$ cat src/rtl/cpu_run_ctrl.sv
// Run/halt/single-step controller for the Turtle CPU: gates the per-cycle execute enable,
// records why the core last stopped and keeps a saturating count of executed cycles.
module cpu_run_ctrl #(
  parameter int I_ADDR_W     = 12,
  parameter int CNT_W        = 32,
  parameter int STARTUP_HALT = 1
) (
  input  logic                clk,
  input  logic                reset_n,
  input  logic                run_pulse,
  input  logic                halt_pulse,
  input  logic                step_pulse,
  input  logic                bp_en,
  input  logic [I_ADDR_W-1:0] bp_addr,
  input  logic [I_ADDR_W-1:0] pc,
  input  logic                halt_inst,
  input  logic                clr_count,
  output logic                cpu_en,
  output logic                halted,
  output logic [2:0]          halt_cause,
  output logic [CNT_W-1:0]    instr_count
);

  localparam logic [2:0] CAUSE_RESET     = 3'd0;
  localparam logic [2:0] CAUSE_EXT       = 3'd1;
  localparam logic [2:0] CAUSE_STEP      = 3'd2;
  localparam logic [2:0] CAUSE_BP        = 3'd3;
  localparam logic [2:0] CAUSE_HALT_INST = 3'd4;

  typedef enum logic [1:0] {
    S_HALTED    = 2'd0,
    S_RUN_FIRST = 2'd1,
    S_RUNNING   = 2'd2,
    S_STEP      = 2'd3
  } state_t;

  localparam state_t RESET_STATE  = (STARTUP_HALT != 0) ? S_HALTED : S_RUN_FIRST;
  localparam logic   RESET_HALTED = (STARTUP_HALT != 0);

  function automatic logic [CNT_W-1:0] sat_inc(input logic [CNT_W-1:0] v);
    if (&v) return v;
    return v + {{(CNT_W-1){1'b0}}, 1'b1};
  endfunction

  state_t state;
  logic   bp_hit;
  logic   en_raw;

  assign bp_hit = bp_en && (pc == bp_addr);

  // RUN_FIRST ignores the breakpoint so a resume from the BP address makes progress;
  // STEP commits to its single instruction unless it is a HALT.
  always_comb begin
    en_raw = 1'b0;
    case (state)
      S_HALTED:    en_raw = 1'b0;
      S_RUN_FIRST: en_raw = !halt_inst && !halt_pulse;
      S_RUNNING:   en_raw = !halt_inst && !halt_pulse && !bp_hit;
      S_STEP:      en_raw = !halt_inst;
      default:     en_raw = 1'b0;
    endcase
    cpu_en = reset_n && en_raw;
  end

  always_ff @(posedge clk or negedge reset_n) begin
    if (!reset_n) begin
      state      <= RESET_STATE;
      halted     <= RESET_HALTED;
      halt_cause <= CAUSE_RESET;
    end else begin
      case (state)
        S_HALTED: begin
          if (step_pulse) begin
            state  <= S_STEP;
            halted <= 1'b0;
          end else if (run_pulse) begin
            state  <= S_RUN_FIRST;
            halted <= 1'b0;
          end
        end
        S_RUN_FIRST: begin
          if (halt_pulse) begin
            state      <= S_HALTED;
            halted     <= 1'b1;
            halt_cause <= CAUSE_EXT;
          end else if (halt_inst) begin
            state      <= S_HALTED;
            halted     <= 1'b1;
            halt_cause <= CAUSE_HALT_INST;
          end else begin
            state <= S_RUNNING;
          end
        end
        S_RUNNING: begin
          if (halt_pulse) begin
            state      <= S_HALTED;
            halted     <= 1'b1;
            halt_cause <= CAUSE_EXT;
          end else if (halt_inst) begin
            state      <= S_HALTED;
            halted     <= 1'b1;
            halt_cause <= CAUSE_HALT_INST;
          end else if (bp_hit) begin
            state      <= S_HALTED;
            halted     <= 1'b1;
            halt_cause <= CAUSE_BP;
          end
        end
        S_STEP: begin
          state      <= S_HALTED;
          halted     <= 1'b1;
          halt_cause <= halt_inst ? CAUSE_HALT_INST : CAUSE_STEP;
        end
        default: begin
          state      <= S_HALTED;
          halted     <= 1'b1;
          halt_cause <= CAUSE_RESET;
        end
      endcase
    end
  end

  // Clear beats increment; the count tracks retirements regardless of state.
  always_ff @(posedge clk or negedge reset_n) begin
    if (!reset_n) begin
      instr_count <= '0;
    end else if (clr_count) begin
      instr_count <= '0;
    end else if (cpu_en) begin
      instr_count <= sat_inc(instr_count);
    end
  end

endmodule

$ cat config.mk
export PLATFORM = sky130hd
export DESIGN_NAME = cpu_run_ctrl
export DESIGN_NICKNAME = d
export VERILOG_FILES = /design/src/rtl/cpu_run_ctrl.sv
export SDC_FILE = /design/constraint.sdc
export NUM_CORES = 1
export LEC_CHECK = 0
export CAP_MARGIN = 30
export CORE_MARGIN = 1
export CORE_UTILIZATION = 41
export DETAILED_ROUTE_END_ITERATION = 8
export HOLD_SLACK_MARGIN = 0.12
export PLACE_DENSITY = 0.81
export SLEW_MARGIN = 5
export SYNTH_ARGS = -nofsm -noshare
export SYNTH_HDL_FRONTEND = slang
export SYNTH_SLANG_ARGS = --single-unit
$ cat constraint.sdc
create_clock -name clk -period 2.1 [get_ports clk]
set_input_delay 0.21 -clock clk [delete_from_list [all_inputs] [get_ports clk]]
set_output_delay 0.21 -clock clk [all_outputs]
set_load 0.02 [all_outputs]
# Word-level counts from Yosys, hierarchy flattened
# Cells that the tools add are included.
# Widths: inputs -> output; s select.
[word_totals] reg_bits=38 input_bits=32 out_inout_bits=37
[op_classes] n_addsub=1 eq_ne=8 mux=30 n_reduce_logical=15
[op_table] cell="$mux 32" n=3
[op_table] cell="$add 32x1->32 const B" n=1
[op_table] cell="$reduce_and 32->1" n=1
[op_table] cell="$mux 3" n=6
[op_table] cell="$mux 2" n=7
[op_table] cell="$eq 12x12->1" n=1
[op_table] cell="$mux 1" n=10
[op_table] cell="$ne 3x3->1 const B" n=3
[op_table] cell="$pmux 3 s3" n=1
[op_table] cell="$pmux 1 s4" n=2
[op_table] cell="$pmux 2 s4" n=1
[op_table] cell="$reduce_and 3->1" n=2
[op_table] cell="$eq 2x2->1 const B" n=2
[op_table] cell="$logic_and 1x1->1" n=4
[op_table] cell="$ne 4x4->1 const B" n=1
[op_table] cell="$reduce_and 2->1" n=2
[op_table] cell="$logic_not 1->1" n=3
[op_table] cell="$reduce_bool 3->1" n=1
[op_table] cell="$eq 2x1->1 const B" n=1
[op_table] cell="$logic_not 2->1" n=1
[op_table] cell="$reduce_bool 2->1" n=1

# Longest topological paths before layout
# Gate-level depths: netlist (run 1).
[depth] word_depth=11 mapped_depth=8 depth_no_buf=6

# Worst setup path after synthesis (run 1)
# Ideal clock, no wire load.
[synth_timing] path_kind="reg-to-reg" from="register instr_count[0]" to="register instr_count[16]" setup_time_ps=78 t_arrival_ps=2155 t_required_ps=2022 slack_ps=-133 stages_incl_launch_ff=9 n_path_buf=2 synth_period_minus_slack_ps=2233 cell_sequence="dfrtp_1 ha_1 and4_1 buf_4 nand2_1 or4_4 buf_6 or3_1 a21oi_1"
[synth_via] elab_chain_len=6 elab_cells_between_ends=10
[synth_lines] item="from (decl)" line="21" text="output logic [CNT_W-1:0] instr_count"
[synth_lines] item="from (signal assigned)" line="130" text="instr_count <= sat_inc(instr_count);"
[synth_lines] item="branches (longest 6 deep; another with $add 32x1->32)"
# Parallel ways; which one is timed is not known. The select of a mux whose other input is x is not followed.
# A chain may end at the register's enable or synchronous reset.

# Worst setup path after layout (run 1)
[layout_timing] from="register instr_count[8]" to="register instr_count[29]"
# Same word-level chain as after synthesis.

==> PnR_summary.wiki, run 1 <==
{| class="wikitable"
! Metric !! Value
|-
| Vias in the first global route || 2297
|-
| Final setup violating endpoints || 0
|-
| First drt pass iteration count || 4
|-
| First DRT Iteration DRCs || 112
|-
| Area overhead of the layout relative to synthesis || 55.5%
|-
| Depth of the critical timing path with buffers and inverters included || 6
|-
| Total number of clock tree sinks || 38
|-
| Total power draw || 0.00202 W
|-
| Clock input transition at the sequential cells of the worst setup and hold paths || roughly 0.080 ns
|-
| RSZ-0062 raised after global routing || yes
|-
| Largest area contributor in the synthesized netlist || dfrtp_1
|-
| Class of the worst hold path || input port to asynchronous set/reset pin
|-
| Boundary Pins || 69
|-
| Largest delay share family, worst path || simple AND/OR/NAND/NOR gates
|-
| Layout Nets || about 400
|-
| Non-Filler Instances || 436
|-
| Diode insertion count for antenna repair || 0
|-
| Fraction of layout cells with a size suffix above 1 || 24.3%
|-
| Detail Route Antenna Nets || 0
|-
| Vias per cell || roughly 5.6
|-
| Cell-by-cell listing of the critical path || and4_4 > and4_4 > nand2_1 > or4_4 > or3_1 > a21oi_1
|-
| Met2 Routed Length || between 2000 and 3000 um
|-
| Worst setup SP type || flip-flop
|-
| Wire length of the first global-routing pass || 10100 um
|-
| Final routed wire length divided by cell count || about 14 um
|-
| Top cell type's share of synthesized area || around 41%
|-
| Number of antenna violations at the first check in global routing || 0
|-
| Top fanout value on the critical path || 5
|-
| Residual DRC || 0
|-
| Primary FF master, synth || dfrtp_1
|-
| Post-layout utilization of the core || roughly two thirds
|-
| Count of warnings emitted by yosys || 0
|-
| Relative slew slack || 76.1%
|-
| Clk root buf || clkbuf_8
|-
| Upper clock frequency limit || 492 MHz
|-
| Post-route clock period utilization || 96.8%
|-
| Die area || 5840 um^2
|-
| Topmost layer with routed signal wires || met4
|-
| Synth Area per Inst || a little under 9 um^2
|-
| Placed cells || roughly 420
|-
| Portion of the post-synthesis area used by sequential elements || a little over two fifths
|-
| Largest stage delay on the critical path || around 0.54 ns
|-
| Worst Clk Skew || 0.0132 ns
|-
| Worst skew pair latency || 0.29 ns
|-
| # H-tree levels || 2
|-
| Post-synth EDFFs || 0
|-
| DP Wirelength || about 4600 um
|-
| Worst path buffer plus inverter count || 0
|-
| Number of max-capacitance violations reported || 0
|-
| Outcome || finished, final reports clean
|-
| Number of slew-limit violations in the final report || 0
|-
| Pre-CTS worst setup slack || -0.315 ns
|-
| Longest Clk Path Bufs || 2
|-
| Number of buffers created by CTS || 5
|-
| Post-Route M1 WL || 2540 um
|-
| Required @ worst endpoint || between 2 and 2.5 ns
|-
| CP Data Arrival Time || 2.26 ns
|-
| Minimum period implied by the final worst setup slack || approximately 2.0 ns
|-
| Capturing element type of the critical path || flip-flop
|-
| Synth top area cells || dfrtp_1 (41%), a21oi_1 (5.7%), xnor2_1 (5.0%)
|-
| Number of rows in the core area || 26
|-
| Aggregate routed wire length || 6010 um
|-
| Syn nets || approximately 290
|-
| Reg2reg path depth || 6
|-
| Post-synthesis async set-or-reset flop share || 100%
|-
| Final weighted congestion of routability-driven global placement || 0.886
|-
| Std-Cell Core Area || 5240 um^2
|-
| Leakage power of the design || 1.38 nW
|-
| Width of the die || ~76 um
|-
| Final hold violation count || 0
|-
| Number of library cell types mapped by synthesis || between 40 and 50
|-
| Crit path kind || flip-flop to flip-flop
|-
| Area of the mapped netlist || 2270 um^2
|-
| Tot GR Track Use || between 20% and 30%
|-
| Post-Route Setup TNS || 0 ns
|-
| Worst path slowest cell || or4_4
|-
| Number of filler instances in the final layout || roughly 420
|-
| #FFs+latches synth || 38
|-
| Starting Density || 43.4%
|-
| Most used cell, CP || and4_4
|-
| Min setup slack post-route || roughly 0.066 ns
|-
| WL met3 || slightly above 400 um
|-
| Via Count || approximately 2400
|-
| Maximum vdd ir drop || a little under 0.7 mV
|-
| Die Y || around 76 um
|-
| Maximum number of pins on one net before global-route repair || 39
|-
| Clock tree from TritonCTS || done
|-
| Total grt overflow || 0
|-
| Worst slew pin tran || ~0.36 ns
|-
| Power density of the placed cells || approximately 570 nW/um^2
|-
| Number of port buffers || between 60 and 70
|-
| Number of instances in the synthesized netlist || ~250
|}
==> path summary, 6_finish.rpt <==
kind / from / end / slack [ns]
worst max-delay path: instr_count[8]$_DFFE_PN0P_ / instr_count[29]$_DFFE_PN0P_ / 0.07
max in group asynchronous: reset_n / instr_count[3]$_DFFE_PN0P_ / 1.28
worst min-delay path: reset_n / instr_count[29]$_DFFE_PN0P_ / 0.43
worst min register to register: halt_cause[0]$_DFFE_PN0P_ / halt_cause[0]$_DFFE_PN0P_ / 0.51
min in group clk: halt_cause[0]$_DFFE_PN0P_ / halt_cause[0]$_DFFE_PN0P_ / 0.51
worst max register to register: instr_count[8]$_DFFE_PN0P_ / instr_count[29]$_DFFE_PN0P_ / 0.07
==> kinds of logic (layout without fill, tap and decap cells) <==
family / Yosys count / count (layout) / synth area share [%]
adder cells (fa/ha/maj): 3 / 3 / 1.43
multiplexers: 6 / 6 / 2.86
XOR/XNOR: 14 / 14 / 5.40
buffers and inverters: 15 / 127 / 3.08
flip-flops: 38 / 38 / 41.9
AND/OR/NAND/NOR: 116 / 116 / 30.1
AO/OA/AOI/OAI: 62 / 62 / 15.3
==> metal layers <==
layer  GRT usage, %  vias to the layer above
met5              0                        -
met4           7.69                        0
met3           5.27                        9
met2           36.8                       89
met1           25.6                     1146
li1               -                     1177
==> cells in the mapped netlist, types with 2 or more instances <==
library cell	instances
or3_1	16
nand4_1	15
and3_1	6
and4_1	7
maj3_1	2
nor2b_1	7
or4_1	4
dfrtp_1	37
nand2_1	13
mux2_1	2
a21oi_1	26
xnor2_1	13
and2_1	5
a211oi_1	3
nor2_1	16
clkbuf_1	7
inv_1	3
nand3b_1	2
buf_2	2
o22ai_1	2
nand2b_1	2
mux2i_1	2
mux2_2	2
o21ai_1	9
nand3_1	12
a31oi_1	2
nor4_1	3
o21ai_0	13
==> repair_timing <==
| action | CTS | global route |
|---|---|---|
| hold buffers | 1 | 0 |
| setup endpoints to repair | 1 | 25 |
| hold endpoints to repair | 38 | 0 |
| resized for setup | 2 | 14 |
| pin swaps | 0 | 5 |
| buffers inserted | 0 | 3 |
==> where the power goes <==
group	total [W]	switching (W)	leakage [nW]	internal, W
Combinational	0.000631	0.000305	0.837	0.000326
Clock	0.000540	0.000276	0.0472	0.000264
Sequential	0.000845	0.0000452	0.500	0.000800
Total	0.00202	0.000625	1.38	0.00139
==> per-stage QoR <==
stage	area [um^2]	hold slack, ns
4_1_cts	3460	0.423
6_report	3530	0.429
5_1_grt	3530	0.452
3_5_place_dp	3350	0.207
2_1_floorplan	2310	-0.0856
3_3_place_gp	3350	0.206
==> sequential cells by signal, summed over array words and instances (netlist names) <==
signal,flops
instr_count,32
halted,1
halt_cause,3
state,2
==> cells in the final DEF, fill, tap and decap left out, types with 3 or more instances in the layout <==
master,Yosys,final
nand2_1,13,13
inv_1,3,3
dfrtp_2,0,12
and2_1,5,5
or3_1,16,16
nand4_1,15,15
clkbuf_8,0,6
or4_4,1,3
xnor2_1,13,10
nor2_1,16,16
nor2b_1,7,7
nand3_1,12,11
and3_1,6,5
xnor2_2,0,3
o21ai_1,9,9
and4_1,7,4
a21oi_1,26,26
dfrtp_1,37,25
o21ai_0,13,13
clkdlybuf4s50_1,0,66
a211oi_1,3,3
buf_4,1,45
and4_4,0,3
==> final cells by class <==
cell class	instances	area, um^2	area share (%)
clock inverters	2	12.5	0.354
inverters	4	15.0	0.425
multi-input cells	201	1330	37.5
clock buffers	6	82.6	2.34
flip-flops and latches	38	967	27.4
repair buffers	115	1040	29.5
well taps	70	87.6	2.48
==> tightest hold or removal path, stage by stage <==
cell and delay [ns]:
dlygate4sd3_1 0.52, buf_2 0.14, buf_4 0.20
Power figures use the tool's default switching activity.
==> run 2, diff against run 1 <==
--- a/config.mk
+++ b/config.mk
@@ -5,12 +5,11 @@
 export SDC_FILE = /design/constraint.sdc
 export NUM_CORES = 1
 export LEC_CHECK = 0
-export CAP_MARGIN = 30
 export CORE_MARGIN = 1
-export CORE_UTILIZATION = 41
+export CORE_UTILIZATION = 43
 export DETAILED_ROUTE_END_ITERATION = 8
 export HOLD_SLACK_MARGIN = 0.12
-export PLACE_DENSITY = 0.81
+export PLACE_DENSITY = 0.84
 export SLEW_MARGIN = 5
 export SYNTH_ARGS = -nofsm -noshare
 export SYNTH_HDL_FRONTEND = slang
==> run 2 against run 1 <==
Net effect:
- first-iteration DRC count is 70% higher
- sequential cell count unchanged
- routed wire length grew 11%
- critical path type unchanged
- highest routed layer unchanged
==> PnR_summary.wiki, run 2 (synthesized netlist as in run 1, its figures left out) <==
{| class="wikitable"
! Metric !! Value
|-
| Outcome || finished, final reports clean
|-
| Clk root buf || clkbuf_8
|-
| Clock tree from TritonCTS || done
|-
| Boundary Pins || between 60 and 70
|-
| Wire length of the first global-routing pass || a little over 10000 um
|-
| Power density of the placed cells || around 570 nW/um^2
|-
| Crit path kind || flip-flop to flip-flop
|-
| Total number of clock tree sinks || 38
|-
| Std-Cell Core Area || around 5100 um^2
|-
| Final routed wire length divided by cell count || 15.4 um
|-
| Die area || about 5600 um^2
|-
| Vias in the first global route || approximately 2400
|-
| Longest Clk Path Bufs || 2
|-
| Residual DRC || 0
|-
| Largest register by flop count || instr_count
|-
| Number of port buffers || just under 70
|-
| Leakage power of the design || 1.38 nW
|-
| Required @ worst endpoint || approximately 2.3 ns
|-
| Top flop regs || instr_count x32, halt_cause x3, state x2
|-
| Capturing element type of the critical path || flip-flop
|-
| Tot GR Track Use || 24.5%
|-
| Starting Density || roughly 44%
|-
| Via Count || 2452
|-
| Worst slew pin tran || about 0.44 ns
|-
| Post-route clock period utilization || a little over nine tenths
|-
| Class of the worst hold path || input port to asynchronous set/reset pin
|-
| Vias per cell || ~5.7
|-
| Post-place instance area || around 3300 um^2
|-
| First drt pass iteration count || 4
|-
| Total non-filler cell area in the finished layout || about 3500 um^2
|-
| Final setup violating endpoints || 0
|-
| Layout Nets || around 390
|-
| Most common library cell in the layout ignoring fill and taps || clkdlybuf4s50_1
|-
| CP Data Arrival Time || 2.26 ns
|-
| Width of the die || roughly 75 um
|-
| Maximum vdd ir drop || between 0.5 and 0.6 mV
|-
| Final weighted congestion of routability-driven global placement || around 0.83
|-
| Worst Clk Skew || between 0.008 and 0.009 ns
|-
| Area overhead of the layout relative to synthesis || 55.7%
|-
| Number of slew-limit violations in the final report || 0
|-
| Max reg flops || 32
|-
| Aggregate routed wire length || about 6700 um
|-
| Worst skew pair latency || 0.30 ns
|-
| DP Wirelength || between 4000 and 5000 um
|-
| Relative slew slack || 70.8%
|-
| Top fanout value on the critical path || 8
|-
| Diode insertion count for antenna repair || 0
|-
| Post-Route Setup TNS || 0 ns
|-
| Number of rows in the core area || 26
|-
| Total grt overflow || 0
|-
| First DRT Iteration DRCs || 190
|-
| Final hold violation count || 0
|-
| # H-tree levels || 2
|-
| Number of max-capacitance violations reported || 0
|-
| Commonest cells after routing, fill and taps aside || clkdlybuf4s50_1 (66), buf_4 (41), a21oi_1 (25), dfrtp_1 (25)
|-
| Number of filler instances in the final layout || between 300 and 400
|-
| Die Y || 74.7 um
|-
| Fraction of layout cells with a size suffix above 1 || 24.9%
|-
| Clock input transition at the sequential cells of the worst setup and hold paths || around 0.080 ns
|-
| Number of buffers created by CTS || 5
|-
| Upper clock frequency limit || 492 MHz
|-
| Number of antenna violations at the first check in global routing || 0
|-
| Detail Route Antenna Nets || 0
|-
| Worst setup SP type || flip-flop
|-
| Maximum number of pins on one net before global-route repair || 34
|-
| Minimum period implied by the final worst setup slack || 2.03 ns
|}
==> run 2: report_power, final <==
| part | switching (W) | leakage, nW | internal [W] |
|---|---|---|---|
| Clock | 0.000266 | 0.0482 | 0.000265 |
| Sequential | 0.0000414 | 0.500 | 0.000800 |
| Combinational | 0.000323 | 0.831 | 0.000327 |
| Total | 0.000631 | 1.38 | 0.00139 |
==> run 2: final timing paths <==
path                                            startpoint                     endpoint  slack (ns)  cells after the start
min in group clk                 halt_cause[0]$_DFFE_PN0P_    halt_cause[0]$_DFFE_PN0P_        0.51                      2
worst min register to register   halt_cause[0]$_DFFE_PN0P_    halt_cause[0]$_DFFE_PN0P_        0.51                      2
max in group asynchronous                          reset_n  instr_count[16]$_DFFE_PN0P_        1.14                      3
worst min-delay path                               reset_n         state[1]$_DFFE_PN0P_        0.29                      2
worst max register to register  instr_count[7]$_DFFE_PN0P_  instr_count[24]$_DFFE_PN0P_        0.07                      6
worst max-delay path            instr_count[7]$_DFFE_PN0P_  instr_count[24]$_DFFE_PN0P_        0.07                      6
==> run 2: what timing repair did <==
item / in CTS / in global routing
setup endpoints to repair: 1 / 27
resized for setup: 2 / 22
endpoints found under the hold margin: 5 / 0
setup buffers: 0 / 5
hold buffers: 1 / 0
gates cloned: 0 / 0
pin swaps: 0 / 6
==> run 2: worst max-delay path, cell delays in order (launching register included) <==
cell	delay (ns)
dfrtp_2	0.38
and4_4	0.24
and4_4	0.26
nand2_1	0.06
or4_4	0.53
or3_1	0.34
a21oi_1	0.16
==> run 2: area by class of cell <==
| class | instances | area [um^2] | area share [%] |
|---|---|---|---|
| clock inverters | 1 | 5.00 | 0.141 |
| inverters | 4 | 15.0 | 0.424 |
| well taps | 70 | 87.6 | 2.48 |
| multi-input cells | 201 | 1370 | 38.6 |
| flip-flops and latches | 38 | 967 | 27.3 |
| repair buffers | 111 | 1010 | 28.6 |
| clock buffers | 7 | 86.3 | 2.44 |
==> run 2: per-layer routing <==
layer  track usage, %  vias to the layer above  wire (um)
met3             7.50                       14        505
li1                 -                     1166          -
met2             41.6                      103       3370
met1             28.6                     1169       2640
met4             11.1                        0        138
met5                0                        -          0
==> run 2: through the flow <==
stage | total power, W | setup WS (ns) | hold slack, ns | cells | util (%)
2_1_floorplan | 0.00118 | 0.00244 | -0.0856 | 254 | -
3_3_place_gp | 0.00146 | -0.167 | 0.0642 | 418 | 64.6
3_5_place_dp | 0.00148 | -0.270 | 0.0651 | 418 | 64.6
4_1_cts | 0.00201 | 0.00319 | 0.281 | 427 | 66.7
5_1_grt | 0.00213 | -0.0752 | 0.318 | 432 | 69.3
6_report | 0.00202 | 0.0660 | 0.285 | 432 | 69.3
==> run 3, diff against run 2 <==
--- a/config.mk
+++ b/config.mk
@@ -9,8 +9,8 @@
 export CORE_UTILIZATION = 43
 export DETAILED_ROUTE_END_ITERATION = 8
 export HOLD_SLACK_MARGIN = 0.12
+export MAX_ROUTING_LAYER = met4
 export PLACE_DENSITY = 0.84
-export SLEW_MARGIN = 5
 export SYNTH_ARGS = -nofsm -noshare
 export SYNTH_HDL_FRONTEND = slang
 export SYNTH_SLANG_ARGS = --single-unit
==> run 3 against run 2 <==
Net effect:
- total power is essentially flat
- non-clock buffer count unchanged
- register-to-register slack about the same
- critical path type unchanged
- sequential cell count unchanged
- die area stayed put
==> PnR_summary.wiki, run 3 (synthesized netlist as in run 1, its figures left out) <==
{| class="wikitable"
! Metric !! Value
|-
| Most used cell, CP || and4_4
|-
| Post-layout utilization of the core || 69.2%
|-
| Worst path buffer plus inverter count || 0
|-
| First DRT Iteration DRCs || around 190
|-
| Number of filler instances in the final layout || 393
|-
| Total power draw || just over 0.002 W
|-
| Largest register by flop count || instr_count
|-
| Leakage power of the design || roughly 1.4 nW
|-
| Reg2Reg Setup Slack || 0.06 ns
|-
| Vias per cell || between 5 and 6
|-
| Internal power || around 0.0014 W
|-
| Worst Clk Skew || between 0.007 and 0.008 ns
|-
| Die area || about 5600 um^2
|-
| Number of antenna violations at the first check in global routing || 0
|-
| First drt pass iteration count || 4
|-
| Wire length of the first global-routing pass || about 10000 um
|-
| Number of slew-limit violations in the final report || 0
|-
| Min setup slack post-route || around 0.059 ns
|-
| Boundary Pins || just under 70
|-
| Area overhead of the layout relative to synthesis || 55.5%
|-
| Upper clock frequency limit || 490 MHz
|-
| Post-route clock period utilization || ~97%
|-
| Switching part of the total || between 30 and 40%
|-
| Via Count || around 2500
|-
| WL met3 || 428 um
|-
| Post-Route M1 WL || approximately 2700 um
|-
| Diode insertion count for antenna repair || 0
|-
| CP Data Arrival Time || between 2 and 2.5 ns
|-
| Multi-input gate area || 1360 um^2
|-
| Top flop regs || instr_count x32, halt_cause x3, state x2
|-
| Outcome || finished, final reports clean
|-
| Final weighted congestion of routability-driven global placement || between 0.8 and 0.9
|-
| Final routed wire length divided by cell count || roughly 15 um
|-
| Net Sw Power || around 0.00063 W
|-
| Combinational share of power || about a third
|-
| Maximum number of pins on one net before global-route repair || 34
|-
| Clock input transition at the sequential cells of the worst setup and hold paths || approximately 0.08 ns
|-
| Storage cell area || 967 um^2
|-
| # H-tree levels || 2
|-
| Relative contribution of sequential cells to total power || a little over two fifths
|-
| Number of max-capacitance violations reported || 0
|-
| Fraction of layout cells with a size suffix above 1 || about 25%
|-
| Clock tree from TritonCTS || done
|-
| Total number of clock tree sinks || 38
|-
| Maximum vdd ir drop || about 0.53 mV
|-
| Longest Clk Path Bufs || 2
|-
| Aggregate routed wire length || 6680 um
|-
| Power density of the placed cells || around 570 nW/um^2
|-
| Worst skew pair latency || ~0.30 ns
|-
| Worst slew pin tran || roughly 0.45 ns
|-
| Number of port buffers || 68
|-
| Relative slew slack || a little over two thirds
|-
| Commonest cells after routing, fill and taps aside || clkdlybuf4s50_1 (66), buf_4 (41), a21oi_1 (25), dfrtp_1 (25)
|-
| Pre-CTS worst setup slack || -0.270 ns
|-
| Minimum period implied by the final worst setup slack || 2.04 ns
|-
| Final setup violating endpoints || 0
|-
| Clk root buf || clkbuf_8
|-
| Met2 Routed Length || ~3400 um
|-
| Vias in the first global route || 2368
|-
| Die Y || between 70 and 80 um
|-
| Worst path slowest cell || or4_4
|-
| Cell-by-cell listing of the critical path || and4_4 > and4_4 > nand2_1 > or4_4 > or3_1 > a21oi_1
|-
| Largest delay share family, worst path || simple AND/OR/NAND/NOR gates
|-
| Clk pwr share || 26.3%
|-
| Crit path kind || flip-flop to flip-flop
|-
| Number of buffers created by CTS || 5
|-
| Layout Nets || 394
|-
| Total grt overflow || 0
|-
| Capturing element type of the critical path || flip-flop
|-
| Starting Density || about 44%
|-
| Worst setup SP type || flip-flop
|-
| Std-Cell Core Area || between 5000 and 6000 um^2
|-
| DP Wirelength || 4850 um
|-
| Number of rows in the core area || 26
|-
| Final hold violation count || 0
|-
| Detail Route Antenna Nets || 0
|-
| Required @ worst endpoint || 2.33 ns
|-
| Tot GR Track Use || approximately 25%
|-
| Width of the die || approximately 75 um
|-
| Max reg flops || 32
|-
| Topmost layer with routed signal wires || met4
|-
| Most common library cell in the layout ignoring fill and taps || clkdlybuf4s50_1
|-
| Class of the worst hold path || input port to asynchronous set/reset pin
|-
| Largest stage delay on the critical path || 0.53 ns
|-
| Residual DRC || 0
|-
| Top fanout value on the critical path || 8
|}
run 3: routing by layer:
metal  global-route usage, %  up-vias
li1                        -     1165
met1                    29.3     1170
met2                    41.4      108
met3                    6.96       12
met4                    11.1        0
met5                       -        -
run 3: path summary, 6_finish.rpt:
path	start	to	depth (start not counted)
max in group asynchronous	reset_n	instr_count[15]$_DFFE_PN0P_	3
min	reset_n	state[1]$_DFFE_PN0P_	2
max	instr_count[10]$_DFFE_PN0P_	instr_count[24]$_DFFE_PN0P_	6
min in group clk	halt_cause[0]$_DFFE_PN0P_	halt_cause[0]$_DFFE_PN0P_	2
max reg2reg	instr_count[10]$_DFFE_PN0P_	instr_count[24]$_DFFE_PN0P_	6
min reg2reg	halt_cause[0]$_DFFE_PN0P_	halt_cause[0]$_DFFE_PN0P_	2
run 3: cell type report:
| cell class | count | share of cell area [%] |
|---|---|---|
| Inverter | 4 | 0.425 |
| Timing Repair Buffer | 111 | 28.6 |
| Sequential cell | 38 | 27.4 |
| Clock inverter | 1 | 0.142 |
| Tap cell | 70 | 2.48 |
| Multi-Input combinational cell | 201 | 38.5 |
| Clock buffer | 7 | 2.44 |
run 3: power by group through the flow:
stage	logic (W)	registers (W)	clock network, W
floorplan	0.000280	0.000900	0
global placement	0.000605	0.000853	0
detailed placement	0.000623	0.000855	0
global route	0.000708	0.000852	0.000570
CTS	0.000627	0.000842	0.000537
finish	0.000650	0.000842	0.000532
run 3: what timing repair did:
item	4_1_cts	5_1_grt
gates resized for setup	2	21
hold buffers	1	0
buffers inserted	0	5
endpoints found under the hold margin	5	0
pin swaps	0	5
endpoints found under the setup margin	1	27
run 3: metrics by stage:
stage	hold WS, ns	setup TNS, ns	instances	area, um^2
after floorplan	-0.0856	0	254	2310
after global placement	0.0642	-2.95	418	3300
after detailed placement	0.0651	-5.66	418	3300
after CTS	0.281	0	427	3410
after global routing	0.315	-0.109	432	3530
final	0.283	0	432	3530
